$ cat src/rtl/forwarding_hazard_unit.sv
// EX-stage forwarding select and load-use hazard unit.
// Tracks register-write tags for the EX, MEM and WB slots. Drives the ALU operand
// forwarding selects for the instruction in EX. Stalls ID when it needs the result
// of a load that is still in EX.
module forwarding_hazard_unit #(
  parameter int unsigned REG_ADDR_W         = 3,
  parameter bit          ZERO_REG_HARDWIRED = 1'b0,
  parameter int unsigned LOAD_STALL_CYCLES  = 1
) (
  input  logic                  clk,
  input  logic                  rst,
  input  logic                  id_valid,
  input  logic [REG_ADDR_W-1:0] id_r1Address,
  input  logic [REG_ADDR_W-1:0] id_r2Address,
  input  logic                  id_useR1,
  input  logic                  id_useR2,
  input  logic [REG_ADDR_W-1:0] id_dest,
  input  logic                  id_regWrite,
  input  logic                  id_memRead,
  input  logic                  flush,
  output logic                  stall,
  output logic                  ex_bubble,
  output logic [1:0]            aluInputAForwardingSel,
  output logic [1:0]            aluInputBForwardingSel
);

  typedef enum logic {RUN, HOLD} state_t;

  localparam logic [1:0] CNT_INIT = 2'(LOAD_STALL_CYCLES - 1);
  localparam bit         HOLD_EN  = (LOAD_STALL_CYCLES > 1);

  state_t                state, state_next;
  logic [1:0]            cnt, cnt_next;

  logic                  ex_valid, ex_rw, ex_mr, ex_u1, ex_u2;
  logic [REG_ADDR_W-1:0] ex_dest, ex_r1, ex_r2;
  logic                  mem_valid, mem_rw, mem_mr;
  logic [REG_ADDR_W-1:0] mem_dest;
  logic                  wb_valid, wb_rw;
  logic [REG_ADDR_W-1:0] wb_dest;

  logic                  hz;
  logic                  take;

  function automatic logic match(input logic v, input logic rw,
                                 input logic [REG_ADDR_W-1:0] dest,
                                 input logic [REG_ADDR_W-1:0] src);
    return v & rw & (dest == src) & (!ZERO_REG_HARDWIRED | (src != '0));
  endfunction

  function automatic logic [1:0] fwd_sel(input logic use_src,
                                         input logic [REG_ADDR_W-1:0] src);
    if (use_src & match(mem_valid, mem_rw, mem_dest, src) & !mem_mr)
      return 2'b01;
    else if (use_src & match(wb_valid, wb_rw, wb_dest, src))
      return 2'b10;
    else
      return 2'b00;
  endfunction

  // Load-use hazard: the ID instruction needs a load result that is still in EX
  always_comb begin
    hz = id_valid & (((id_useR1 & match(ex_valid, ex_rw, ex_dest, id_r1Address))
                     | (id_useR2 & match(ex_valid, ex_rw, ex_dest, id_r2Address)))
                     & ex_mr);
  end

  // Stall FSM next state and outputs; flush overrides any stall and aborts HOLD
  always_comb begin
    state_next = state;
    cnt_next   = cnt;
    stall      = 1'b0;
    if (flush) begin
      state_next = RUN;
      cnt_next   = '0;
    end else begin
      case (state)
        RUN: begin
          stall = hz;
          if (hz) begin
            cnt_next   = CNT_INIT;
            state_next = HOLD_EN ? HOLD : RUN;
          end
        end
        HOLD: begin
          stall    = 1'b1;
          cnt_next = cnt - 2'd1;
          if (cnt == 2'd1) state_next = RUN;
        end
        default: state_next = RUN;
      endcase
    end
  end

  // Stall FSM state register
  always_ff @(posedge clk or negedge rst) begin
    if (!rst) begin
      state <= RUN;
      cnt   <= '0;
    end else begin
      state <= state_next;
      cnt   <= cnt_next;
    end
  end

  assign take = id_valid & !flush & !stall;

  // Pipeline tag slots: ID -> EX (or bubble) -> MEM -> WB
  always_ff @(posedge clk or negedge rst) begin
    if (!rst) begin
      ex_valid  <= 1'b0;
      ex_rw     <= 1'b0;
      ex_mr     <= 1'b0;
      ex_u1     <= 1'b0;
      ex_u2     <= 1'b0;
      ex_dest   <= '0;
      ex_r1     <= '0;
      ex_r2     <= '0;
      mem_valid <= 1'b0;
      mem_rw    <= 1'b0;
      mem_mr    <= 1'b0;
      mem_dest  <= '0;
      wb_valid  <= 1'b0;
      wb_rw     <= 1'b0;
      wb_dest   <= '0;
    end else begin
      wb_valid  <= mem_valid;
      wb_rw     <= mem_rw;
      wb_dest   <= mem_dest;
      mem_valid <= ex_valid;
      mem_rw    <= ex_rw;
      mem_mr    <= ex_mr;
      mem_dest  <= ex_dest;
      ex_valid  <= take;
      ex_rw     <= take & id_regWrite;
      ex_mr     <= take & id_memRead;
      ex_u1     <= take & id_useR1;
      ex_u2     <= take & id_useR2;
      ex_dest   <= take ? id_dest      : '0;
      ex_r1     <= take ? id_r1Address : '0;
      ex_r2     <= take ? id_r2Address : '0;
    end
  end

  // Operand forwarding selects for the EX instruction; a load in MEM is never forwarded
  always_comb begin
    aluInputAForwardingSel = fwd_sel(ex_u1, ex_r1);
    aluInputBForwardingSel = fwd_sel(ex_u2, ex_r2);
  end

  assign ex_bubble = !ex_valid;

endmodule
$ cat config.mk
export PLATFORM = sky130hd
export DESIGN_NAME = forwarding_hazard_unit
export DESIGN_NICKNAME = d
export VERILOG_FILES = /design/src/rtl/forwarding_hazard_unit.sv
export SDC_FILE = /design/constraint.sdc
export NUM_CORES = 1
export LEC_CHECK = 0
export BUFFER_PORTS_ARGS = -buffer_cell sky130_fd_sc_hd__buf_2
export CAP_MARGIN = 5
export CORE_ASPECT_RATIO = 1.4
export CORE_MARGIN = 5
export CORE_UTILIZATION = 40
export DETAILED_ROUTE_END_ITERATION = 8
export PLACE_DENSITY_LB_ADDON = 0.12
export SYNTH_ARGS = -nofsm -noshare
export SYNTH_HDL_FRONTEND = slang
export SYNTH_SLANG_ARGS = --single-unit
$ cat constraint.sdc
create_clock -name clk -period 3.2 [get_ports clk]
set_clock_uncertainty 0.05 [all_clocks]
set_input_delay 0.48 -clock clk [delete_from_list [all_inputs] [get_ports clk]]
set_output_delay 0.48 -clock clk [all_outputs]
set_load 0.02 [all_outputs]
==> reports/results.ini, run 1 <==
[placed_design]
gp_congestion=0.729
place_hpwl_mm=1.63
port_buffers=22
preCtsSetupSlack_ns=1.08

[power_and_ir_drop]
leakage_nw=0.667
finalPower_w=0.000633
power_density_nw_per_um2=464
peakVddDrop_v=0.000256

[synthesis]
yosysTopAreaCell=dfrtp_1
synthesis.yosys.warnings=0
avgSynthCellArea_um2=12.9
synth_nets=109
synth_seq_area_share_pct=59.8
ys_top_cells_by_area=dfrtp_1, xnor2_1, and4_1
netlist_area_um2=1170
syn_inst=91
synth.distinct_cells=21
ys_seq_elements=28
synth_top_area_share_pct=59.8

[timing]
setup_viol_count_final=0
grt_setup_unrepaired=false
period_needed_ns=2.27
hold_slack_ns=0.160
worst_slack_ns=0.934
max_freq_ghz=0.441
maxSlewHeadroom_pct=54.5
hold_violations=0
tightest_slew_ns=0.681
fin_tns_setup_ns=0
finalCritPeriodShare_pct=70.8
slew_violations=0

[drt]
vias_per_cell=5.00
vias=755
postRouteWirelength_mm=2.13
drt_iter0_drc=9
final_antenna_net_count=0
drtPass1Iterations=2
drc=0
wire_per_inst_um=14.1

[finish]
regArea_um2=701
multiInputGateArea_um2=437
fill_cells=260
nNetsFinal=133
area_delta_synth_final_pct=16.5
n_antenna_cell=0
layout_commonest_cell=dfrtp_1
layout_common_cells=dfrtp_1, buf_2, xnor2_1, and4_1, xor2_1
utilization_pct=47.9
layout-drive-gt1-share_pct=28.1

[cts]
postCtsSetupBuffers=0
cts_root_buf=clkbuf_8
clk_latency_ns=0.26
cts.path.max_buffers=2
cts-resized-gates=0
cts_sinks=28
cts.reportedPaths.clkPinSlew_ns=0.09
htreeDepth=1
ctsHoldBuffers=0
cts_buffers=3
cts_tree=built

[grt]
grt_overflow=0
gr-usage-all-layers_pct=11.2
grt_pass1_vias=800
grt_max_degree=29
antenna_found_initial=0
grt_pass1_wl_mm=3.58

[setup_path]
cp.required_ns=2.67
end_kind=output pin
cp_max_fo=15
worstPathArrival_ns=1.74
critPathKind=flip-flop to output pin
start_kind=flip-flop

[run]
maxCapViolations=0

[floorplan]
fp.dieW_um=55.7
die_area_um2=4130
start_util_pct=41.1
chipHeight_um=74.0
core_area_um2=2850
rows=23
boundaryPins=23

[run_status]
outcome=finished clean

[worst_hold_path]
hp-class=primary input to async pin

[cell type report]
| class | instances | area share [%] |
|---|---|---|
| clock buffers | 4 | 4.04 |
| multi-input cells | 56 | 32.0 |
| well taps | 37 | 3.39 |
| flip-flops and latches | 28 | 51.4 |
| repair buffers | 22 | 8.07 |
| inverters | 4 | 1.10 |
[final timing paths]
check / start / to / slack (ns) / depth (start not counted)
worst max-delay path: ex_dest[0]$_DFF_PN0_ / stall / 0.93 / 5
worst min-delay path: rst / cnt[0]$_DFFE_PN0P_ / 0.16 / 1
worst max register to register: ex_dest[0]$_DFF_PN0_ / ex_u2$_DFF_PN0_ / 1.65 / 4
worst min register to register: ex_mr$_DFF_PN0_ / mem_mr$_DFF_PN0_ / 0.33 / 0
max in group asynchronous: rst / ex_r2[2]$_DFF_PN0_ / 2.55 / 1
min in group clk: ex_mr$_DFF_PN0_ / mem_mr$_DFF_PN0_ / 0.33 / 0
[worst max-delay path: stages, from the launching register on]
cell	delay [ns]
dfrtp_1	0.42
xnor2_1	0.21
nand4_1	0.19
a21o_2	0.34
a21oi_1	0.15
buf_2	0.17
[metal layers]
| metal | GRT usage (%) | share of wire [%] |
|---|---|---|
| met1 | 12.1 | 39 |
| met2 | 20.8 | 54 |
| met3 | 2.95 | 5.4 |
| met4 | 4.86 | 0.89 |
| met5 | 0 | 0 |
[registers in the layout, indices dropped and copies added, names as in the netlist]
| signal | flops |
|---|---|
| cnt | 2 |
| state | 1 |
| ex_rw | 1 |
| ex_r1 | 3 |
| mem_valid | 1 |
| ex_valid | 1 |
| wb_dest | 3 |
| ex_r2 | 3 |
| ex_dest | 3 |
| mem_rw | 1 |
| wb_valid | 1 |
| ex_u1 | 1 |
| mem_mr | 1 |
| ex_mr | 1 |
| ex_u2 | 1 |
| mem_dest | 3 |
| wb_rw | 1 |
[power by group]
group / internal [W] / switching (W) / total (W)
clock: 0.000110 / 0.0000970 / 0.000207
sequential: 0.000367 / 0.0000100 / 0.000377
combinational: 0.0000235 / 0.0000260 / 0.0000495
total: 0.000500 / 0.000133 / 0.000633
[stage by stage]
stage	cells	instance area [µm²]
3_5_place_dp	147	1310
3_3_place_gp	147	1310
5_1_grt	151	1360
6_report	151	1360
2_1_floorplan	91	1170
4_1_cts	151	1360
[synthesized netlist by cell type]
library cell	number
xnor2_1	11
inv_1	4
nand2_1	3
xor2_1	8
nand3_1	1
a32oi_1	1
nand3b_1	1
ha_1	1
and4_2	5
and4_1	8
a211oi_1	1
nand4_1	5
nor4_1	4
a21o_2	1
dfrtp_1	28
clkbuf_1	2
nor2b_1	1
nor3_1	3
a21oi_1	1
buf_6	1
and3_1	1
[cell families after synthesis]
logic type               share of synthesized area, %
XOR/XNOR                                         14.2
adder cells (fa/ha/maj)                          1.07
AND/OR/NAND/NOR                                  19.4
buffers and inverters                            2.88
flip-flops                                       59.8
AO/OA/AOI/OAI                                    2.56
(Power assumes the default switching activity.)
==> run 2, diff against run 1 <==
- ABC_AREA: default -> 1
- clock period: 3.2 -> 2.28 ns (I/O delays scaled with it)
==> reports/results.ini, run 2 <==
[drt]
drc=0
vias=923
final_antenna_net_count=0
wire_per_inst_um=10.7
vias_per_cell=4.50
drtPass1Iterations=4
drt_iter0_drc=24
postRouteWirelength_mm=2.20

[floorplan]
rows=24
boundaryPins=23
core_area_um2=3060
fp.dieW_um=57.0
die_area_um2=4330
start_util_pct=40.4
chipHeight_um=75.8

[synthesis]
synth_commonest_cells=nand2_1, dfrtp_1, inv_1
yosysTopAreaCell=dfrtp_1
netlist_area_um2=1240
ys.flop_type=dfrtp_1
synthesis.yosys.warnings=0
synth.distinct_cells=17
ys_async_sr_fraction_pct=100
synth_nets=159
avgSynthCellArea_um2=8.79
synth_seq_area_share_pct=56.6
syn_inst=141
synth_edf_count=0
ys_seq_elements=28
synth.most_common_cell=nand2_1
ys_top_cells_by_area=dfrtp_1, nand2_1, inv_1
synth_top_area_share_pct=56.6

[finish]
utilization_pct=47.1
layout_common_cells=nand2_1, inv_1, dfrtp_1, nor2_1, buf_2
fill_cells=328
nNetsFinal=185
area_delta_synth_final_pct=16.4
layout_commonest_cell=nand2_1
n_antenna_cell=0
design_area_um2=1440
regArea_um2=701
multiInputGateArea_um2=422
layout-drive-gt1-share_pct=20.5

[timing]
worst_slack_ns=0.414
fin_tns_setup_ns=0
max_freq_ghz=0.536
hold_violations=0
grt_setup_unrepaired=false
finalCritPeriodShare_pct=81.8
tightest_slew_ns=0.603
maxSlewHeadroom_pct=59.8
slew_violations=0
period_needed_ns=1.87
setup_viol_count_final=0

[setup_path]
end_kind=output pin
critPathKind=flip-flop to output pin
cp_slowest_cell=dfrtp_1
cp_common_cell=nor3_1
cp.required_ns=1.89
crit_chain=or2_2 -> nand4_1 -> nor3_1 -> nor3_1 -> buf_2
start_kind=flip-flop
r2r_setup_slack_ns=0.90
r2r-start=ex_dest[1]$_DFF_PN0_
cp_num_buf_inv=1
cp_max_fo=3
r2r_cells=9
worstPathArrival_ns=1.47
reg2reg_to=ex_r2[0]$_DFF_PN0_
critical_path.startpoint=ex_r1[0]$_DFF_PN0_
critical-path-max-stage-delay_ns=0.41
cp_top_family=simple AND/OR/NAND/NOR gates

[placed_design]
placed_area_um2=1390
preCtsSetupSlack_ns=0.658
place_hpwl_mm=1.79
gp_congestion=0.839
port_buffers=22

[grt]
grt_max_degree=29
grt_pass1_wl_mm=3.78
gr-usage-all-layers_pct=11.4
grt_pass1_vias=936
antenna_found_initial=0
grt_overflow=0

[run]
maxCapViolations=0

[worst_hold_path]
hp-class=primary input to async pin

[cts]
cts_tree=built
clk_latency_ns=0.27
cts.reportedPaths.clkPinSlew_ns=0.09
cts-resized-gates=0
cts_buffers=3
cts_root_buf=clkbuf_8
cts.path.max_buffers=2
ctsHoldBuffers=0
htreeDepth=1
postCtsSetupBuffers=0
cts_sinks=28

[run_status]
outcome=finished clean

[power_and_ir_drop]
leakage_nw=0.831
finalPower_w=0.000901
power_density_nw_per_um2=625
peakVddDrop_v=0.000312

-- run 2: routing by layer --
metal | track usage, % | routed length, µm | up-vias
met5 | 0 | 0 | -
met4 | 7.47 | 74 | 0
met3 | 1.69 | 113 | 6
met2 | 21.2 | 1120 | 24
met1 | 12.0 | 885 | 422
li1 | - | - | 471
-- run 2: metrics by stage --
step	hold WS (ns)	instances
global placement	0.309	201
CTS	0.0451	205
finish	0.0226	205
global route	0.0706	205
floorplan	-0.00359	141
detailed placement	0.308	201
-- run 2: logic make-up (layout without fill, tap and decap cells) --
logic type	Yosys count	in the layout	share of synthesized area (%)
buf+inv	29	54	9.39
fa+ha+maj	1	1	1.01
simple gates	74	74	27.3
xor+xnor	7	7	4.95
flops	28	28	56.6
compound gates	2	2	0.807
-- run 2: final cells by class --
cell class                      count  area share (%)
Inverter                           28            7.29
Tap cell                           39            3.39
Timing Repair Buffer               22            7.64
Sequential cell                    28            48.6
Clock buffer                        4            3.82
Multi-Input combinational cell     84            29.3
-- run 2: worst max path at each step --
stage / endpoint / cells after the start / slack, ns
floorplan: aluInputAForwardingSel[1] / 5 / 0.52
global placement: stall / 10 / 0.68
detailed placement: stall / 9 / 0.66
CTS: aluInputAForwardingSel[1] / 6 / 0.40
global route: stall / 9 / 0.29
finish: aluInputAForwardingSel[1] / 5 / 0.41
-- run 2: power by group --
group | leakage, nW | total, W | switching [W] | internal, W
Combinational | 0.425 | 0.0000775 | 0.0000465 | 0.0000310
Clock | 0.0288 | 0.000297 | 0.000143 | 0.000154
Sequential | 0.377 | 0.000527 | 0.0000128 | 0.000514
Total | 0.831 | 0.000901 | 0.000202 | 0.000699
==> run 3, diff against run 2 <==
- ABC_AREA: 1 -> 0
- clock period: 2.28 -> 1.5 ns (I/O delays scaled with it)
==> reports/results.ini, run 3 (synthesis results as in run 1) <==
[setup_path]
cp.required_ns=1.22
cp_top_family=flip-flops
critPathKind=flip-flop to output pin
cp_slowest_cell=dfrtp_2
cp_num_buf_inv=1
critical-path-max-stage-delay_ns=0.44
start_kind=flip-flop
worstPathArrival_ns=1.53
cp_max_fo=3
end_kind=output pin
crit_chain=xnor2_2 -> nand4_1 -> a21o_2 -> a21oi_4 -> buf_6

[drt]
drt_iter0_drc=10
vias_per_cell=5.06
postRouteWirelength_mm=2.31
final_antenna_net_count=0
drtPass1Iterations=3
wire_per_inst_um=14.4
vias=810
drc=0

[run]
maxCapViolations=0

[grt]
antenna_found_initial=0
grt_max_degree=29
grt_pass1_vias=951
grt_pass1_wl_mm=4.18
gr-usage-all-layers_pct=13.2
grt_overflow=0

[finish]
nNetsFinal=143
layout_common_cells=dfrtp_1, buf_2, buf_4, xnor2_1, and4_1
fin_cells=160
layout-drive-gt1-share_pct=43.1
area_delta_synth_final_pct=34.9
layout_commonest_cell=dfrtp_1
design_area_um2=1580
n_antenna_cell=0

[worst_hold_path]
hp-class=primary input to flip-flop

[timing]
period_needed_ns=1.80
hold_violations=0
finalCritPeriodShare_pct=120
maxSlewHeadroom_pct=60.4
slew_violations=0
worst_slack_ns=-0.301
grt_setup_unrepaired=true
fin_tns_setup_ns=-2.29
setup_viol_count_final=19
tightest_slew_ns=0.595
max_freq_ghz=0.555

[power_and_ir_drop]
leakage_nw=0.724
finalPower_w=0.00132
power_switching_w=0.000293
p_comb_share_pct=10.5
p_seq_share_pct=60.9
swShare_pct=22.1
peakVddDrop_v=0.000585
internal-power_w=0.00103
power_frac_clock_pct=28.6
power_density_nw_per_um2=837

[floorplan]
rows=23
chipHeight_um=74.0
boundaryPins=23
start_util_pct=41.1
fp.dieW_um=55.7
die_area_um2=4130
core_area_um2=2850

[placed_design]
preCtsSetupSlack_ns=-0.0701
dp.cells=154
place_hpwl_mm=1.86
placed_area_um2=1430
gp_congestion=0.794
port_buffers=22

[cts]
cts_sinks=28
cts.path.max_buffers=2
cts_buffers=3
cts.reportedPaths.clkPinSlew_ns=0.08
htreeDepth=1
cts_root_buf=clkbuf_8
clk_latency_ns=0.26
cts_tree=built

[run_status]
violations=negative setup slack
outcome=finished, violations left

-- run 3: cell count changes in the layout (fill, tap and decap cells not counted), sizes merged, moves of 2 or more --
cell   delta
nand2    -28
and4     +13
nand4     -3
nor4      +4
nor2     -24
xor2      +2
inv      -24
xnor2    +10
or2       -5
buf       +9
-- run 3: worst paths after layout --
kind	from	end	slack, ns	cells past startpoint
setup / recovery	ex_dest[2]$_DFF_PN0_	stall	-0.30	5
hold / removal	flush	cnt[0]$_DFFE_PN0P_	0.17	2
setup reg to reg	ex_dest[2]$_DFF_PN0_	ex_dest[1]$_DFF_PN0_	-0.08	6
hold reg to reg	ex_rw$_DFF_PN0_	mem_rw$_DFF_PN0_	0.33	0
max in group asynchronous	rst	ex_dest[0]$_DFF_PN0_	0.53	2
min in group asynchronous	rst	cnt[1]$_DFFE_PN0P_	0.44	2
-- run 3: per-stage QoR --
| step | util, % | hold slack, ns |
|---|---|---|
| 6_report | 55.5 | 0.169 |
| 5_1_grt | 55.5 | 0.186 |
| 4_1_cts | 56.3 | 0.174 |
| 3_5_place_dp | 50.3 | 0.219 |
| 3_3_place_gp | 50.3 | 0.207 |
| 2_1_floorplan | - | -0.121 |
-- run 3: worst register-to-register path, cell delays in order, from the launching register on --
cell and delay, ns:
dfrtp_2 0.44, xnor2_2 0.15, nand4_1 0.15, a21o_2 0.27, buf_6 0.13, buf_6 0.12, and4_1 0.17
-- run 3: area by class of cell --
cell class,instances,area (µm²)
clock buffer,3,41.3
inverter,4,15.0
timing repair buffer,32,215
fill,255,1270
multi-input combinational,56,559
tap,37,46.3
sequential,28,703
-- run 3: power by group through the flow --
stage / combinational, W / sequential, W / clock (W)
finish: 0.000139 / 0.000806 / 0.000379
global placement: 0.000124 / 0.000818 / 0
global route: 0.000154 / 0.000811 / 0.000415
detailed placement: 0.000126 / 0.000820 / 0
floorplan: 0.0000663 / 0.000815 / 0
CTS: 0.000145 / 0.000806 / 0.000394
-- run 3: repair_timing --
action / CTS / global route
setup endpoints to repair: 19 / 21
gates resized for setup: 16 / 11
gates cloned: 0 / 0
buffers inserted: 7 / 0
pin swaps: 11 / 14
hold buffers: 1 / 0
hold endpoints to repair: 28 / 0
-- run 3: layer usage --
layer	vias up	share of wire [%]	GRT usage (%)
li1	389	-	-
met1	393	39	13.6
met2	22	54	25.3
met3	6	4.0	1.91
met4	0	3.4	8.11
met5	-	0	0
